**src/rtl/mem_arbiter_pkg.sv**
```systemverilog
// Shared types for the RAM port arbiter: RAM handshake states, arbiter states, RAM request payload.
package mem_arbiter_pkg;

   localparam int unsigned WORD_W   = 32;
   localparam int unsigned WDOG_W   = 10;
   localparam int unsigned STARVE_W = 4;

   typedef enum logic [1:0] {
      RS_FREE   = 2'd0,
      RS_BUSY   = 2'd1,
      RS_ACCESS = 2'd2,
      RS_ERROR  = 2'd3
   } ramstate_t;

   typedef enum logic [1:0] {
      IDLE = 2'd0,
      IGNT = 2'd1,
      DGNT = 2'd2
   } arb_state_t;

   typedef struct packed {
      logic              ren;
      logic              wen;
      logic [WORD_W-1:0] addr;
      logic [WORD_W-1:0] store;
   } ram_req_t;

endpackage

```
**src/rtl/mem_timeout.sv**
```systemverilog
// Watchdog counter for a granted RAM transaction; expired marks the last cycle allowed.
module mem_timeout
   import mem_arbiter_pkg::*;
#(
   parameter int unsigned TIMEOUT = 255
) (
   input  logic clk,
   input  logic rst,
   input  logic clr,
   input  logic en,
   output logic expired
);

   logic [WDOG_W-1:0] wdog;

   // Count grant cycles without a RAM response; cleared back to zero before each grant.
   always_ff @(posedge clk or posedge rst) begin
      if (rst) begin
         wdog <= '0;
      end else if (clr) begin
         wdog <= '0;
      end else if (en) begin
         wdog <= wdog + WDOG_W'(1);
      end
   end

   // Expiry is the final permitted wait cycle, so it acts as an error completion in that cycle.
   always_comb begin
      expired = (wdog == WDOG_W'(TIMEOUT - 1));
   end

endmodule

```
**src/rtl/mem_arbiter.sv**
```systemverilog
// Single RAM port arbiter between instruction fetch and data path, data priority with
// bounded instruction starvation and a watchdog on hung transactions.
module mem_arbiter
   import mem_arbiter_pkg::*;
#(
   parameter int unsigned STARVE_LIMIT = 4,
   parameter int unsigned TIMEOUT      = 255
) (
   input  logic              CLK,
   input  logic              RST,
   input  logic              iREN,
   input  logic [WORD_W-1:0] iaddr,
   output logic [WORD_W-1:0] iload,
   output logic              iwait,
   input  logic              dREN,
   input  logic              dWEN,
   input  logic [WORD_W-1:0] daddr,
   input  logic [WORD_W-1:0] dstore,
   output logic [WORD_W-1:0] dload,
   output logic              dwait,
   output logic              ramREN,
   output logic              ramWEN,
   output logic [WORD_W-1:0] ramaddr,
   output logic [WORD_W-1:0] ramstore,
   input  logic [WORD_W-1:0] ramload,
   input  logic [1:0]        ramstate,
   output logic              err
);

   arb_state_t          state;
   logic [STARVE_W-1:0] starve_cnt;
   ram_req_t            ram_req;
   ramstate_t           rs;
   logic                d_req;
   logic                i_act;
   logic                d_act;
   logic                ram_ok;
   logic                ram_err;
   logic                wd_expired;
   logic                wd_en;
   logic                done;
   logic                fault_done;
   logic                starved;

   // Decode the request/RAM status and decide whether the live grant completes this cycle.
   always_comb begin
      rs         = ramstate_t'(ramstate);
      d_req      = dREN | dWEN;
      i_act      = (state == IGNT) & iREN;
      d_act      = (state == DGNT) & d_req;
      ram_ok     = (rs == RS_ACCESS);
      ram_err    = (rs == RS_ERROR);
      wd_en      = (i_act | d_act) & ~ram_ok & ~ram_err;
      done       = (i_act | d_act) & (ram_ok | ram_err | wd_expired);
      fault_done = (i_act | d_act) & ~ram_ok & (ram_err | wd_expired);
      starved    = iREN & (starve_cnt == STARVE_W'(STARVE_LIMIT));
   end

   mem_timeout #(
      .TIMEOUT (TIMEOUT)
   ) u_timeout (
      .clk     (CLK),
      .rst     (RST),
      .clr     (state == IDLE),
      .en      (wd_en),
      .expired (wd_expired)
   );

   // Arbiter FSM, starvation counter and sticky fault flag.
   always_ff @(posedge CLK or posedge RST) begin
      if (RST) begin
         state      <= IDLE;
         starve_cnt <= '0;
         err        <= 1'b0;
      end else begin
         case (state)
            IDLE: begin
               if (d_req && !starved) begin
                  state <= DGNT;
               end else if (iREN) begin
                  state <= IGNT;
               end
            end
            IGNT: begin
               if (!iREN || done) begin
                  state <= IDLE;
               end
            end
            DGNT: begin
               if (!d_req || done) begin
                  state <= IDLE;
               end
            end
            default: state <= IDLE;
         endcase

         if (fault_done || (dREN && dWEN)) begin
            err <= 1'b1;
         end

         if (!iREN) begin
            starve_cnt <= '0;
         end else if ((state == IDLE) && !(d_req && !starved)) begin
            starve_cnt <= '0;
         end else if (d_act && done && (starve_cnt != STARVE_W'(STARVE_LIMIT))) begin
            starve_cnt <= starve_cnt + STARVE_W'(1);
         end
      end
   end

   // RAM request follows the granted requester live; a withdrawn request drops the enables at once.
   always_comb begin
      ram_req = '0;
      case (state)
         IGNT: begin
            if (iREN) begin
               ram_req.ren  = 1'b1;
               ram_req.addr = iaddr;
            end
         end
         DGNT: begin
            if (d_req) begin
               ram_req.addr = daddr;
               if (dWEN) begin
                  ram_req.wen   = 1'b1;
                  ram_req.store = dstore;
               end else begin
                  ram_req.ren = 1'b1;
               end
            end
         end
         default: ram_req = '0;
      endcase
      ramREN   = ram_req.ren;
      ramWEN   = ram_req.wen;
      ramaddr  = ram_req.addr;
      ramstore = ram_req.store;
   end

   // Requester handshake: wait drops only in the completion cycle, load data only on a good read.
   always_comb begin
      iwait = iREN & ~(i_act & done);
      dwait = d_req & ~(d_act & done);
      iload = (i_act && ram_ok) ? ramload : '0;
      dload = (d_act && ram_ok && !dWEN) ? ramload : '0;
   end

endmodule

```
**config.mk**
```make
export PLATFORM = sky130hd
export DESIGN_NAME = mem_arbiter
export DESIGN_NICKNAME = d
export VERILOG_FILES = /design/src/rtl/mem_arbiter_pkg.sv /design/src/rtl/mem_timeout.sv /design/src/rtl/mem_arbiter.sv
export SDC_FILE = /design/constraint.sdc
export NUM_CORES = 1
export LEC_CHECK = 0
export BUFFER_PORTS_ARGS = -buffer_cell sky130_fd_sc_hd__buf_2
export CAP_MARGIN = 5
export CORE_AREA = 2 2 104 106
export CTS_CLUSTER_DIAMETER = 80
export DETAILED_ROUTE_END_ITERATION = 7
export DIE_AREA = 0 0 106 108
export HOLD_SLACK_MARGIN = 0.12
export PLACE_DENSITY = 0.63
export SLEW_MARGIN = 20
export SYNTH_ARGS = -nofsm -noshare
export SYNTH_HDL_FRONTEND = slang
export SYNTH_HIERARCHICAL = 1
export SYNTH_SLANG_ARGS = --single-unit
```
**constraint.sdc**
```tcl
create_clock -name CLK -period 6.9 [get_ports CLK]
set_input_delay 2.07 -clock CLK [delete_from_list [all_inputs] [get_ports CLK]]
set_output_delay 2.07 -clock CLK [all_outputs]
set_load 0.02 [all_outputs]
```
* Word-level counts from Yosys, hierarchy flattened *
Index checks and enable logic that the tools add are counted.

word-level totals
  logic and storage cells = 78
  output and inout port bits = 133
  register bits = 17

operators by class
  equality and inequality tests = 11
  mux-type cells = 22
  add/sub/neg operators = 2
  bitwise operators = 20
  reduce and logical (&&, ||, !) cells = 19

operators with widths
  operator                                         number
  two-way mux 32 bit                               5
  two-way mux 66 bit                               1
  one-hot mux 32 bit (2 select lines)              1
  two-way mux 10 bit                               2
  two-way mux 4 bit                                3
  AND 1 bit                                        11
  adder 10 x 1 -> 10 bit (second input constant)   1
  == test 10 x 8 -> 1 bit (second input constant)  1
  logical AND 1 bit                                8
  two-way mux 2 bit                                4
  == test 2 bit (second input constant)            3
  one-hot mux 2 bit (3 select lines)               1
  logical NOT 1 bit                                5
  OR 1 bit                                         5
  adder 4 x 1 -> 4 bit (second input constant)     1
  == test 4 x 3 -> 1 bit (second input constant)   1
  two-way mux 1 bit                                4
  != test 2 x 1 -> 1 bit (second input constant)   2
  != test 4 x 3 -> 1 bit (second input constant)   1
  inverter 1 bit                                   4
  logical OR 1 bit                                 3
  != test 3 x 1 -> 1 bit (second input constant)   1
  != test 3 bit (second input constant)            1
  AND reduction 3 bit                              1
  4 further kinds                                  4

* Logic depth before layout (Yosys ltp) *
  word-level depth = 9
  depth in mapped cells = 11
  gate-level depth less buffers = 8

* Cells and area by module *
Netlist, hierarchy kept.

modules (own cells, without submodules)
  module       times used  area an instance (µm²)  cells an instance
  mem_arbiter  1           1795.5                  256
  mem_timeout  1           533.0                   54

* Least setup slack after synthesis *
Ideal clock, no wire load.

  path kind = in2out
  start point = in dREN
  end point = out ramaddr[10]
  arrival time = 3056 ps
  data required time = 4830 ps
  path slack = 1774 ps
  cell stages on the path = 6
  cell sequence = buf_4 -> o21a_1 -> buf_2 -> buf_2 -> a22oi_1 -> nor2b_1

on the way
  cells in the longest elaborated chain, start to end = 3

RTL lines
  item                                 line                text
  start, declared                      mem_arbiter.sv:15   input logic dREN,
  OR 1 bit                             mem_arbiter.sv:48   d_req = dREN | dWEN;
  two-way mux 66 bit                   mem_arbiter.sv:122  if (d_req) begin
  one-hot mux 32 bit (2 select lines)  mem_arbiter.sv:114  case (state)
  end, declared                        mem_arbiter.sv:23   output logic [WORD_W-1:0] ramaddr,

No other way between the ends.

* Worst setup path after layout *
  start point = in dWEN
  end point = out ramaddr[5]

on the way
  cells in the longest elaborated chain, start to end = 3

RTL lines
  item                                 line                text
  start, declared                      mem_arbiter.sv:16   input logic dWEN,
  OR 1 bit                             mem_arbiter.sv:48
  two-way mux 66 bit                   mem_arbiter.sv:122
  one-hot mux 32 bit (2 select lines)  mem_arbiter.sv:114

No other way between the ends.

==> flow_metrics.tcl <==
set metrics [dict create \
    design_area_um2 3767 \
    drc 0 \
    fin_setup_tns_ns 0 \
    start_util_pct 22.76 \
    critPathKind "input pin to primary output" \
    vias_per_cell 4.636 \
    syn-num-nets 452 \
    finalSetupViolations 0 \
    postCtsSetupRepairBufs 0 \
    ys_warn_count 6 \
    max-vdd-ir-drop_v 0.00007787 \
    grt-ovfl-total 0 \
    syn_inst 310 \
    drv_cap 0 \
    ys_ff_latch 17 \
    yosys.area.top_type "dfrtp_1" \
    p_leak_nw 2.213 \
    path_cells "buf_2, o21a_1, buf_4, a22oi_1, nor2b_1, buf_2" \
    first_pass_iters 4 \
    cp-start-kind "input pin" \
    num_vias 3222 \
    fmax_mhz 179.1 \
    synth_common_cells "and2_1, nor2b_1, a22oi_1, and3_1, dfrtp_1" \
    h-tree-depth 1 \
    hold_class "flop to flop" \
    synth_area_um2 2328 \
    slew_violations 0 \
    die_y_um 108 \
    drtIter0Drc 232 \
    rows 37 \
    crit_path_end "ramaddr[5]" \
    detail-route-antenna-nets 0 \
    crit_fanout 42 \
    gp_congestion 0.9392 \
    crit-reg2reg-capture "u_timeout/wdog[9]" \
    die_w_um 106 \
    port_buffers 267 \
    tightest_slew_ns 1.012 \
    outcome "completed" \
    min_period_over_period_pct 80.94 \
    grt_pass1_vias 2985 \
    ys_seq_area_share_pct 18.27 \
    required_ns 4.83 \
    rsz0062_at_grt "false" \
    drive_above_1_share_pct 51.44 \
    cts_buffer_depth 2 \
    grt_pass1_wl_mm 15.02 \
    period_minus_slack_ns 5.585 \
    cp-startpoint "dWEN" \
    synth.top_cell.area_share_pct 18.27 \
    ios 268 \
    slew-limit-headroom_pct 32.55 \
    clk_pin_slew_ns 0.07 \
    whs_path_depth 2 \
    async_flop_share_pct 100.0 \
    power_density_nw_per_um2 193.3 \
    avgRoutedWirePerCell_um 14.73 \
    cpMostUsedCell "buf_2" \
    insertion_delay_ns 0.26 \
    drt-total-wl_mm 10.24 \
    hold_violations 0 \
    grt_max_degree 43 \
    numCtsBuffers 3 \
    detailed_place_hpwl_mm 8.479 \
    fin_nets 699 \
    cts_resized 0 \
    antenna_found_initial 6 \
    r2r_setup_slack_ns 3.45 \
    ys_types 49 \
    grt_usage_pct 16.00 \
    ys.flop_type "dfrtp_1" \
    endpoint_kind "primary output" \
    reg2reg_from "state[0]" \
    reg2regPathDepth 9 \
    finalClockSkew_ns 0.002496 \
    cts_tree "yes" \
    areaGrowthSynthToFinish_pct 61.79 \
    cts_root_buf "clkbuf_8" \
    arrival_ns 3.51 \
    slowest_delay_ns 0.43 \
    fillCellCount 1091 \
    synth-edff-count 0 \
    synth_most_common_cell "and2_1" \
    hold_slack_ns 0.5092 \
    synth.area.top_cells "dfrtp_1, and2_1, a22oi_1" \
    slowest_stage "buf_2" \
    postPlaceCellArea_um2 3711 \
    cts_hold_buffers 0 \
    clock_sinks 17 \
    avgSynthCellArea_um2 7.511 \
    core_um2 10230 \
    fp.dieArea_um2 11450 \
]
[critical path, delay by kind of cell]
| family | cells | cell delay, ns |
|---|---|---|
| AOI/OAI and AO/OA | 2 | 0.34 |
| buffers and inverters | 3 | 0.93 |
| and+or+nand+nor | 1 | 0.14 |
[registers in the layout (all words and copies together) (netlist names)]
name and cells:
u_timeout/wdog 10, state 2, starve_cnt 4, err 1
[cells by family after synthesis]
kind of cell             synth area share, %
adder cells (fa/ha/maj)                3.761
AND/OR/NAND/NOR                        45.78
XOR/XNOR                               1.505
buffers and inverters                  8.222
AO/OA/AOI/OAI                          21.55
flip-flops                             18.27
multiplexers                          0.9135
[stage by stage]
stage                     setup WS [ns]  instances  utilization, %  power [W]
after global routing              1.133        694           36.80  0.0007886
after floorplan                   1.774        310               -  0.0004958
after CTS                         1.336        692           36.75  0.0007350
final                             1.315        695           36.82  0.0007284
after global placement            1.388        688           36.27  0.0006450
after detailed placement          1.339        688           36.27  0.0006547
[cell usage in the layout (no fill, tap or decap), types with 2 or more instances in the layout]
master / Yosys / layout
o211ai_1: 4 / 4
dfrtp_1: 17 / 17
a21oi_1: 9 / 9
buf_2: 6 / 267
nand3b_1: 2 / 2
a21boi_0: 2 / 2
diode_2: 0 / 3
inv_1: 10 / 10
nor2_1: 14 / 14
o31ai_1: 2 / 2
or3_1: 2 / 2
o2111ai_1: 2 / 2
nand3_1: 2 / 2
nand2_1: 6 / 6
a22oi_1: 32 / 32
nor2b_1: 33 / 33
buf_4: 6 / 4
ha_1: 7 / 7
and3_1: 32 / 32
xor2_1: 3 / 3
or4_1: 2 / 2
and2_1: 66 / 66
o21ai_0: 8 / 8
nor3b_1: 2 / 2
o21a_1: 2 / 2
clkbuf_8: 0 / 3
[power by group]
| part | switching (W) | internal (W) | leakage, nW | total [W] |
|---|---|---|---|---|
| Combinational | 0.000320 | 0.000208 | 1.96 | 0.000527 |
| Clock | 0.0000379 | 0.0000407 | 0.0217 | 0.0000786 |
| Sequential | 0.0000130 | 0.000110 | 0.229 | 0.000123 |
| Total | 0.000370 | 0.000358 | 2.21 | 0.000728 |
[how the worst min path moves through the flow]
stage              from        to  slack (ns)
5_1_grt             err       err        0.56
2_1_floorplan  state[0]  state[0]        0.48
4_1_cts             err       err        0.52
3_5_place_dp        err       err        0.50
6_report            err       err        0.51
3_3_place_gp        err       err        0.52
[layout make-up]
cell class / count / area [um2] / area share, %
Antenna cell: 3 / 7.507 / 0.1993
Inverter: 10 / 37.54 / 0.9963
Sequential cell: 17 / 425.4 / 11.29
Timing Repair Buffer: 271 / 1366 / 36.27
Clock buffer: 3 / 41.29 / 1.096
Multi-Input combinational cell: 254 / 1712 / 45.43
Tap cell: 136 / 170.2 / 4.517
Clock inverter: 1 / 7.507 / 0.1993
[layer usage]
metal	GRT usage, %	routed length (um)
met3	4.581	945
met2	26.77	4950
met1	20.63	4150
met5	0	27
met4	3.289	165
(Power assumes the default switching activity.)
